$ cat config.mk
export PLATFORM = sky130hd
export DESIGN_NAME = mem_port_arbiter
export DESIGN_NICKNAME = d
export VERILOG_FILES = /design/src/rtl/cpu_pkg.sv /design/src/rtl/rr_arbiter2.sv /design/src/rtl/mem_port_arbiter.sv
export SDC_FILE = /design/constraint.sdc
export NUM_CORES = 1
export LEC_CHECK = 0
export CORE_MARGIN = 5
export CORE_UTILIZATION = 25
export CTS_CLUSTER_DIAMETER = 150
export DETAILED_ROUTE_END_ITERATION = 7
export PLACE_DENSITY = 0.83
export SYNTH_ARGS = -nofsm -noshare
export SYNTH_HDL_FRONTEND = slang
export SYNTH_SLANG_ARGS = --single-unit
$ cat constraint.sdc
create_clock -name clk -period 2.1 [get_ports clk]
set_clock_uncertainty 0.1 [all_clocks]
set_input_delay 0.21 -clock clk [delete_from_list [all_inputs] [get_ports clk]]
set_output_delay 0.21 -clock clk [all_outputs]
set_load 0.02 [all_outputs]
$ cat src/rtl/cpu_pkg.sv
`default_nettype none
// ============================================================================
//  Module      : cpu_pkg
//  Description : Shared types and constants for the CPU / memory subsystem.
//                Holds the memory-arbiter state and owner encodings together
//                with the instruction field constants.
//                Instruction word = {op_code[3:0], mem_op[1:0], left[4:0], right[4:0]}
//  Revision    : 1.0  initial release
// ============================================================================
package cpu_pkg;

    // Arbiter ownership phases: core running, loader writing, loader cool-down
    typedef enum logic [1:0] {
        RUN  = 2'd0,
        LOAD = 2'd1,
        HOLD = 2'd2
    } arb_state_t;

    // Which CPU port a pending read belongs to
    typedef enum logic {
        OWN_FETCH = 1'b0,
        OWN_DATA  = 1'b1
    } mem_owner_t;

    // Instruction field widths
    localparam int OP_CODE_W = 4;
    localparam int MEM_OP_W  = 2;
    localparam int REG_W     = 5;

    // Opcodes
    localparam logic [OP_CODE_W-1:0] OP_NOP = 4'h0;
    localparam logic [OP_CODE_W-1:0] OP_ADD = 4'h1;
    localparam logic [OP_CODE_W-1:0] OP_SUB = 4'h2;
    localparam logic [OP_CODE_W-1:0] OP_MOV = 4'h3;
    localparam logic [OP_CODE_W-1:0] OP_JMP = 4'h4;
    localparam logic [OP_CODE_W-1:0] OP_MEM = 4'h5;

    // Memory operation selector used with OP_MEM
    localparam logic [MEM_OP_W-1:0] MEM_NONE = 2'b00;
    localparam logic [MEM_OP_W-1:0] MEM_LD   = 2'b01;
    localparam logic [MEM_OP_W-1:0] MEM_ST   = 2'b10;

endpackage : cpu_pkg
`default_nettype wire

$ cat src/rtl/rr_arbiter2.sv
`default_nettype none
// ============================================================================
//  Module      : rr_arbiter2
//  Description : Two-way round-robin arbiter. req[0] is the fetch port,
//                req[1] the data port. When both request, the one not
//                granted last wins; priority moves only on an actual grant.
//                After reset the fetch port is favoured.
//  Ports       : clk   in   clock
//                rstn  in   asynchronous active-low reset
//                en    in   allow priority update this cycle
//                req   in   [1:0] requests
//                gnt   out  [1:0] one-hot-or-zero grant (combinational)
//  Revision    : 1.0  initial release
// ============================================================================
module rr_arbiter2
    import cpu_pkg::*;
(
    input  logic       clk,
    input  logic       rstn,
    input  logic       en,
    input  logic [1:0] req,
    output logic [1:0] gnt
);

    // Port that wins the next tie
    mem_owner_t prio;

    always_comb begin
        gnt = 2'b00;
        case (req)
            2'b01:   gnt = 2'b01;
            2'b10:   gnt = 2'b10;
            2'b11:   gnt = (prio == OWN_DATA) ? 2'b10 : 2'b01;
            default: gnt = 2'b00;
        endcase
    end

    always_ff @(posedge clk or negedge rstn) begin
        if (!rstn) begin
            prio <= OWN_FETCH;
        end else if (en && (gnt != 2'b00)) begin
            // Hand the tie to whoever was not just served
            prio <= gnt[0] ? OWN_DATA : OWN_FETCH;
        end
    end

endmodule : rr_arbiter2
`default_nettype wire

$ cat src/rtl/mem_port_arbiter.sv
`default_nettype none
// ============================================================================
//  Module      : mem_port_arbiter
//  Description : Shares one single-port memory between the external loader,
//                the CPU fetch port and the CPU data port. The loader has
//                absolute priority and freezes the core via cpu_hold; fetch
//                and data are round-robin arbitrated while the core runs.
//  Ports       : clk, rstn                     clock, async active-low reset
//                ld_req/ld_addr/ld_wdata/ld_gnt loader write port
//                if_req/if_addr/if_gnt/if_rvalid/if_rdata   fetch port
//                dm_req/dm_we/dm_addr/dm_wdata/dm_gnt/dm_rvalid/dm_rdata
//                                               data port
//                mem_en/mem_we/mem_addr/mem_wdata/mem_rdata memory side
//                cpu_hold                       core stall (registered)
//  Revision    : 1.0  initial release
// ============================================================================
module mem_port_arbiter
    import cpu_pkg::*;
#(
    parameter int ADDR_SIZE   = 5,
    parameter int DATA_SIZE   = 16,
    parameter int HOLD_CYCLES = 2
) (
    input  logic                 clk,
    input  logic                 rstn,
    input  logic                 ld_req,
    input  logic [ADDR_SIZE-1:0] ld_addr,
    input  logic [DATA_SIZE-1:0] ld_wdata,
    output logic                 ld_gnt,
    input  logic                 if_req,
    input  logic [ADDR_SIZE-1:0] if_addr,
    output logic                 if_gnt,
    output logic                 if_rvalid,
    output logic [DATA_SIZE-1:0] if_rdata,
    input  logic                 dm_req,
    input  logic                 dm_we,
    input  logic [ADDR_SIZE-1:0] dm_addr,
    input  logic [DATA_SIZE-1:0] dm_wdata,
    output logic                 dm_gnt,
    output logic                 dm_rvalid,
    output logic [DATA_SIZE-1:0] dm_rdata,
    output logic                 mem_en,
    output logic                 mem_we,
    output logic [ADDR_SIZE-1:0] mem_addr,
    output logic [DATA_SIZE-1:0] mem_wdata,
    input  logic [DATA_SIZE-1:0] mem_rdata,
    output logic                 cpu_hold
);

    localparam int CNT_W = (HOLD_CYCLES > 1) ? $clog2(HOLD_CYCLES + 1) : 1;
    localparam logic [CNT_W-1:0] HOLD_INIT = CNT_W'(HOLD_CYCLES);

    arb_state_t       state;
    logic [CNT_W-1:0] hold_cnt;
    logic             tag_valid;
    mem_owner_t       tag_owner;

    logic             arb_en;
    logic [1:0]       rr_gnt;
    logic             read_gnt;

    // CPU ports compete only while running and the loader is quiet; a loader
    // request in RUN costs one idle cycle while ownership switches to LOAD.
    assign arb_en   = (state == RUN) && !ld_req;
    assign ld_gnt   = (state == LOAD) && ld_req;
    assign if_gnt   = rr_gnt[0];
    assign dm_gnt   = rr_gnt[1];
    assign read_gnt = if_gnt || (dm_gnt && !dm_we);

    rr_arbiter2 u_rr (
        .clk  (clk),
        .rstn (rstn),
        .en   (arb_en),
        .req  ({dm_req, if_req} & {2{arb_en}}),
        .gnt  (rr_gnt)
    );

    // Ownership FSM; cpu_hold is registered so it is low exactly in RUN
    always_ff @(posedge clk or negedge rstn) begin
        if (!rstn) begin
            state    <= HOLD;
            hold_cnt <= HOLD_INIT;
            cpu_hold <= 1'b1;
        end else begin
            case (state)
                RUN: begin
                    if (ld_req) begin
                        state    <= LOAD;
                        cpu_hold <= 1'b1;
                    end
                end
                LOAD: begin
                    if (!ld_req) begin
                        state    <= HOLD;
                        hold_cnt <= HOLD_INIT;
                    end
                end
                HOLD: begin
                    if (ld_req) begin
                        state <= LOAD;
                    end else if (hold_cnt <= CNT_W'(1)) begin
                        state    <= RUN;
                        cpu_hold <= 1'b0;
                    end else begin
                        hold_cnt <= hold_cnt - CNT_W'(1);
                    end
                end
                default: begin
                    state    <= HOLD;
                    hold_cnt <= HOLD_INIT;
                    cpu_hold <= 1'b1;
                end
            endcase
        end
    end

    // Read-return tag: independent of FSM so an in-flight read survives LOAD
    always_ff @(posedge clk or negedge rstn) begin
        if (!rstn) begin
            tag_valid <= 1'b0;
            tag_owner <= OWN_FETCH;
        end else begin
            tag_valid <= read_gnt;
            if (read_gnt) begin
                tag_owner <= if_gnt ? OWN_FETCH : OWN_DATA;
            end
        end
    end

    assign if_rvalid = tag_valid && (tag_owner == OWN_FETCH);
    assign dm_rvalid = tag_valid && (tag_owner == OWN_DATA);
    assign if_rdata  = if_rvalid ? mem_rdata : '0;
    assign dm_rdata  = dm_rvalid ? mem_rdata : '0;

    // Memory side mirrors whichever requester holds the grant this cycle
    always_comb begin
        mem_en    = 1'b0;
        mem_we    = 1'b0;
        mem_addr  = '0;
        mem_wdata = '0;
        if (ld_gnt) begin
            mem_en    = 1'b1;
            mem_we    = 1'b1;
            mem_addr  = ld_addr;
            mem_wdata = ld_wdata;
        end else if (if_gnt) begin
            mem_en    = 1'b1;
            mem_addr  = if_addr;
        end else if (dm_gnt) begin
            mem_en    = 1'b1;
            mem_we    = dm_we;
            mem_addr  = dm_addr;
            mem_wdata = dm_we ? dm_wdata : '0;
        end
    end

    // Requesters must keep the request stable until it is granted
    a_if_stable: assert property (@(posedge clk) disable iff (!rstn)
        (if_req && !if_gnt) |=> (!if_req || $stable(if_addr)));
    a_dm_stable: assert property (@(posedge clk) disable iff (!rstn)
        (dm_req && !dm_gnt) |=> (!dm_req || $stable({dm_we, dm_addr, dm_wdata})));
    a_one_gnt: assert property (@(posedge clk) disable iff (!rstn)
        $onehot0({ld_gnt, if_gnt, dm_gnt}));

endmodule : mem_port_arbiter
`default_nettype wire

* Yosys cells after proc, flatten, opt, wreduce, memory -nomap -nowiden
Cells that the tools add are included.
** Word-level totals
- Flip-flop bits (word level) :: 8
- Input port bits :: 69
- Output and inout bits :: 61
- Logic and storage cells :: 68
** Operators by class
- $add $sub $neg :: 1
- Order comparisons :: 1
- Equal/unequal tests :: 11
- Muxes and demuxes :: 31
- Bitwise operators :: 4
- Reductions and logical operators :: 14
** Operators with widths (number)
- $mux W16 :: 6
- $pmux W2 S3 :: 3
- $mux W5 :: 3
- $mux W2 :: 7
- $mux W1 :: 11
- $ne A2 B2 Y1 const B :: 5
- $reduce_and A4 Y1 :: 2
- $eq A2 B2 Y1 const B :: 3
- $logic_and A1 B1 Y1 :: 6
- $eq A2 B1 Y1 const B :: 2
- $ne A3 B3 Y1 const B :: 1
- $not A1 Y1 :: 3
- $pmux W1 S3 :: 1
- $reduce_and A3 Y1 :: 1
- $and A2 B2 Y2 :: 1
- $le A2 B1 Y1 const B :: 1
- $logic_not A1 Y1 :: 2
- $logic_not A2 Y1 :: 1
- $reduce_bool A2 Y1 :: 1
- $sub A2 B1 Y2 const B :: 1
- $logic_or A1 B1 Y1 :: 1

* Logic depth before layout (Yosys ltp)
- Word-level depth :: 8
- Mapped depth :: 6
- Gate-level depth less buffers :: 5

* By module
Synthesis repeated with hierarchy kept, for this count alone.
** Unflattened totals
- Cells, all modules :: 117
- Area, all modules :: 929.6 um^2
** By module, submodules not included
- mem_port_arbiter :: times used 1, cells an instance 111, area each 874.6 um^2, sequential area each 178.9 um^2
- rr_arbiter2 :: times used 1, cells an instance 6, area each 55.1 um^2, sequential area each 25.0 um^2

* Least setup slack after synthesis
Ideal clock, no wire load.
- Path type :: register to output
- From :: register state[1]
- To :: output mem_en
- Arrival :: 1.402 ns
- Data required time :: 1.790 ns
- Path slack :: 0.388 ns
- Cell stages (with the launch flop) :: 5
- Buffers on the path :: 1
- Cell sequence :: dfstp_2 > nor3_2 > and3_2 > buf_2 > or3_1
** Between the ends
- Word-level cells in the longest chain between the ends :: 8
- Elaborated cells between the ends (all ways) :: 12
- Classes of those cells :: eq/ne (4); mux (4); bitwise (1); reduce/logical (3)
** RTL lines
- from (decl) :: RTL line mem_port_arbiter.sv:53 : arb_state_t state;
- from (signal assigned) :: RTL line mem_port_arbiter.sv:81 : state <= HOLD;
- from (signal assigned) :: RTL line mem_port_arbiter.sv:88 : state <= LOAD;
- from (signal assigned) :: RTL line mem_port_arbiter.sv:94 : state <= HOLD;
- $logic_not A2 Y1 * :: RTL line mem_port_arbiter.sv:64 : assign arb_en = (state == RUN) && !ld_req;
- $logic_and A1 B1 Y1 * :: RTL line mem_port_arbiter.sv:64
- $and A2 B2 Y2 * :: RTL line mem_port_arbiter.sv:74 : .req ({dm_req, if_req} & {2{arb_en}}),
- $eq A2 B2 Y1 or $eq A2 B1 Y1 (tied branches) :: RTL line rr_arbiter2.sv:30 : case (req)
- $pmux W2 S3 * :: RTL line rr_arbiter2.sv:30
- via dm_gnt :: RTL line mem_port_arbiter.sv:39 : output logic dm_gnt,
- $mux W1 * :: RTL line mem_port_arbiter.sv:149 : end else if (dm_gnt) begin
- $mux W1 * :: RTL line mem_port_arbiter.sv:146 : end else if (if_gnt) begin
- $mux W1 * :: RTL line mem_port_arbiter.sv:141 : if (ld_gnt) begin
- to (decl) :: RTL line mem_port_arbiter.sv:42 : output logic mem_en,
Mark *: on every way through the listed nets, which the timed path passes. The rest lies on a longest branch.

* Worst setup path in the final report
- From :: register state[1]
- To :: output mem_en
** Between the ends
- Word-level cells in the longest chain between the ends :: 8
- Elaborated cells between the ends (all ways) :: 12
- Classes of those cells :: eq/ne (4); mux (4); bitwise (1); reduce/logical (3)
** RTL lines (RTL line)
- $logic_not A2 Y1 :: mem_port_arbiter.sv:64
- $logic_and A1 B1 Y1 :: mem_port_arbiter.sv:64
- $and A2 B2 Y2 :: mem_port_arbiter.sv:74
- $eq A2 B2 Y1 or $eq A2 B1 Y1 (tied branches) :: rr_arbiter2.sv:30
- $pmux W2 S3 :: rr_arbiter2.sv:30
- $mux W1 :: mem_port_arbiter.sv:149
- $mux W1 :: mem_port_arbiter.sv:146
- $mux W1 * :: mem_port_arbiter.sv:141
Mark *: on every way between the ends. The rest lies on a longest branch, timed or not.

==> run_results.csv <==
group,metric,value,unit
clock_tree,clock_path_buffers,2,
hold_path,holdCritPathClass,"input pin to asynchronous set/reset pin",
global_routing,track_usage,14.9,%
power_and_ir_drop,switching_power,477,uW
finish,nets,315,
timing,slew_violations,0,
clock_tree,cts-htree-levels,1,
finish,utilization,61.7,%
critical_path,r2r_slack,0.52,ns
synth,synth_top_family_by_area,"simple AND/OR/NAND/NOR gates",
power_and_ir_drop,intPower,749,uW
clock_tree,cts_hold_buf,0,
floorplanning,fp.dieW,71.4,um
power_and_ir_drop,ir_worst_vdd,0.410,mV
critical_path,cp.arrival,1.67,ns
synth,syn_avg_cell_area,8.72,sq um
timing,whs,0.155,ns
timing,finalHoldViolations,0,
route,firstDrtPassIters,3,
synth,synth_top_area_share,14.9,%
timing,slew_headroom,75.9,%
status,status,"finished clean",
floorplanning,die_area,5100,sq um
synth,synth_xor_area_share,0,%
critical_path,cp_slowest_cell,"dfstp_2",
critical_path,cp_max_fo,9,
power_and_ir_drop,swShare,38.9,%
synth,ys_ff_latch,8,
route,postRouteAntennaNets,0,
finish,drive_above_1_share,18.9,%
synth,synth_compound_area_share,26.4,%
synth,synth_area_leaders,"a22o_1, and2_1, dfrtp_1",
critical_path,regToRegStartpoint,"hold_cnt[1]",
finish,stdcell_area,2260,sq um
job,drv_cap,0,
placement,gp_congestion,0.812,
finish,fill_cells,310,
global_routing,antenna_found_initial,0,
power_and_ir_drop,p_leak,0.00111,uW
timing,tightest_slew,0.361,ns
floorplanning,fp.dieH,71.4,um
synth,synth.most_common_cell,"and2_1",
placement,place_area,2290,sq um
synth,synthCells,108,
clock_tree,path_clk_slew,0.04,ns
critical_path,critical-path-max-stage-delay,0.58,ns
critical_path,critPathBufInv,1,
placement,place_hpwl,3.43,mm
critical_path,crit_type,"flip-flop to output port",
floorplanning,core_area,3660,sq um
global_routing,first_global_vias,1231,
placement,dp_cells,285,
synth,yosys.area.top_type,"a22o_1",
timing,timing.final.crit_share,94.5,%
timing,rsz0062_at_grt,"false",
finish,seq_area,204,sq um
floorplanning,pin_count,130,
global_routing,grt_start_max_net_pins,19,
timing,post-route-min-period,1.98,ns
power_and_ir_drop,combPwrFrac,63.2,%
route,viasPerCell,4.48,
floorplanning,core.rowCount,22,
critical_path,cp-start-kind,"flip-flop",
timing,max_freq,504,MHz
critical_path,rr_endpoint,"hold_cnt[0]",
clock_tree,cts_buffers,3,
finish,syn2layout_area_growth,140,%
critical_path,worst-endpoint-required,1.79,ns
global_routing,grt_pass1_wl,6.16,mm
route,vias,1309,
power_and_ir_drop,pwr-share-seq,20.8,%
route,wl_per_cell,14.3,um
synth,async_flop_share,100,%
critical_path,cp_top_family,"simple AND/OR/NAND/NOR gates",
timing,setup_viol,0,
clock_tree,cts_tree,"built",
clock_tree,clkLatencyLatePin,0.23,ns
synth,synth_common_cells,"and2_1, and3_1, a22o_1",
critical_path,rr_worst_depth,5,
route,drtIter0Drc,35,
finish,diodes,0,
placement,portBuffers,129,
global_routing,grt_remaining_overflow,0,
synth,mappedNetlistArea,942,sq um
route,routed_wirelength,4.18,mm
clock_tree,cts-root-buf,"clkbuf_8",
critical_path,crit_chain,"nor3_4, and3_2, or3_1, clkbuf_2",
synth,syn_nets,178,
finish,instances_no_fill,292,
floorplanning,initial_core_util,25.7,%
synth,ys.flop_type,"dfrtp_1",
finish,multi_input_area,649,sq um
synth,yosys_warnings,0,
synth,ys_seq_area_share,21.6,%
synth,synthAdderAreaFrac,1.33,%
critical_path,crit_path_end_kind,"output port",
clock_tree,cts_sinks,8,
synth,synth_simple_gate_area_share,36.9,%
synth,synth_cell_types,34,
synth,muxShareOfSynthArea,2.12,%
route,remaining_drc_errors,0,
power_and_ir_drop,clkPwrFrac,16.0,%
power_and_ir_drop,p_per_area,543,nW/um^2
synth,synth_edf_count,0,
[metal layers]
metal | vias to the layer above | wire [um] | track usage [%]
li1 | 679 | - | -
met1 | 566 | 1730 | 17.3
met2 | 62 | 2080 | 27.7
met3 | 2 | 352 | 3.09
met4 | 0 | 18 | 3.76
met5 | - | 0 | 0
[power groups by stage]
stage	Combinational, uW	Sequential (uW)	Clock (uW)
floorplan	401	262	0
detailed placement	823	251	0
global placement	813	248	0
global route	843	264	212
finish	775	256	196
CTS	800	249	205
[worst max path at each step]
stage | start | end | slack (ns) | depth (start not counted)
after global routing | tag_owner | if_rdata[10] | 0.0001 | 4
after floorplan | state[1] | mem_en | 0.39 | 4
final | state[1] | mem_en | 0.12 | 4
after detailed placement | ld_req | mem_wdata[6] | -0.26 | 5
after global placement | ld_req | mem_addr[0] | -0.28 | 5
after CTS | state[0] | dm_gnt | -0.13 | 4
[worst register-to-register path: cells and delay by family, from the launching register on]
family,cells,cell delay [ns]
fa+ha+maj,1,0.18
buf+inv,1,0.05
compound gates,2,0.34
flops,1,0.52
simple gates,1,0.27
[placed cells by master, fill, tap and decap left out, drive strengths merged]
cell type	netlist	routed
and2	22	22
nor3	2	2
clkdlybuf4s50	0	101
mux2i	2	2
dfstp	3	3
inv	4	4
o21bai	1	1
or3	1	1
dlygate4sd2	0	2
and3	18	18
a21o	1	1
nor2b	2	2
a21oi	1	1
a21boi	1	1
buf	8	13
a22o	16	16
a32o	1	1
nor4bb	1	1
o21ai	1	1
nor3b	1	1
and3b	1	2
or2	1	1
ha	1	1
a41oi	1	1
a221o	5	5
nand2b	2	2
nor2	1	1
and4	1	1
clkbuf	2	26
o211ai	1	1
dlymetal6s2s	0	3
dfrtp	5	5
nand2	1	1
[area by class of cell]
| cell class | instances | share of cell area (%) |
|---|---|---|
| flip-flops and latches | 8 | 9.04 |
| inverters | 4 | 0.665 |
| repair buffers | 141 | 56.9 |
| clock buffers | 4 | 2.00 |
| well taps | 48 | 2.66 |
| multi-input cells | 87 | 28.8 |
[what timing repair did]
action / in CTS / in global routing
resized for setup: 41 / 37
pin swaps: 0 / 0
setup buffers: 2 / 0
gates cloned: 0 / 1
setup endpoints to repair: 26 / 26
[cell families after synthesis]
logic type / count (synthesis)
DFF: 8
muxes: 2
adders and majority gates: 1
and+or+nand+nor: 54
buffers and inverters: 14
AOI/OAI and AO/OA: 29
[metrics by stage]
stage / setup slack [ns] / setup TNS [ns] / power (uW)
detailed placement: -0.264 / -6.03 / 1070
finish: 0.116 / 0 / 1230
global placement: -0.275 / -6.05 / 1060
floorplan: 0.388 / 0 / 663
global route: 0.000104 / 0 / 1320
CTS: -0.129 / -0.151 / 1250
[state kept, by name, indices dropped and copies added (netlist names)]
signal	flops
u_rr.prio	1
tag_valid	1
hold_cnt	2
state	2
tag_owner	1
cpu_hold	1
Power figures use the tool's default switching activity.
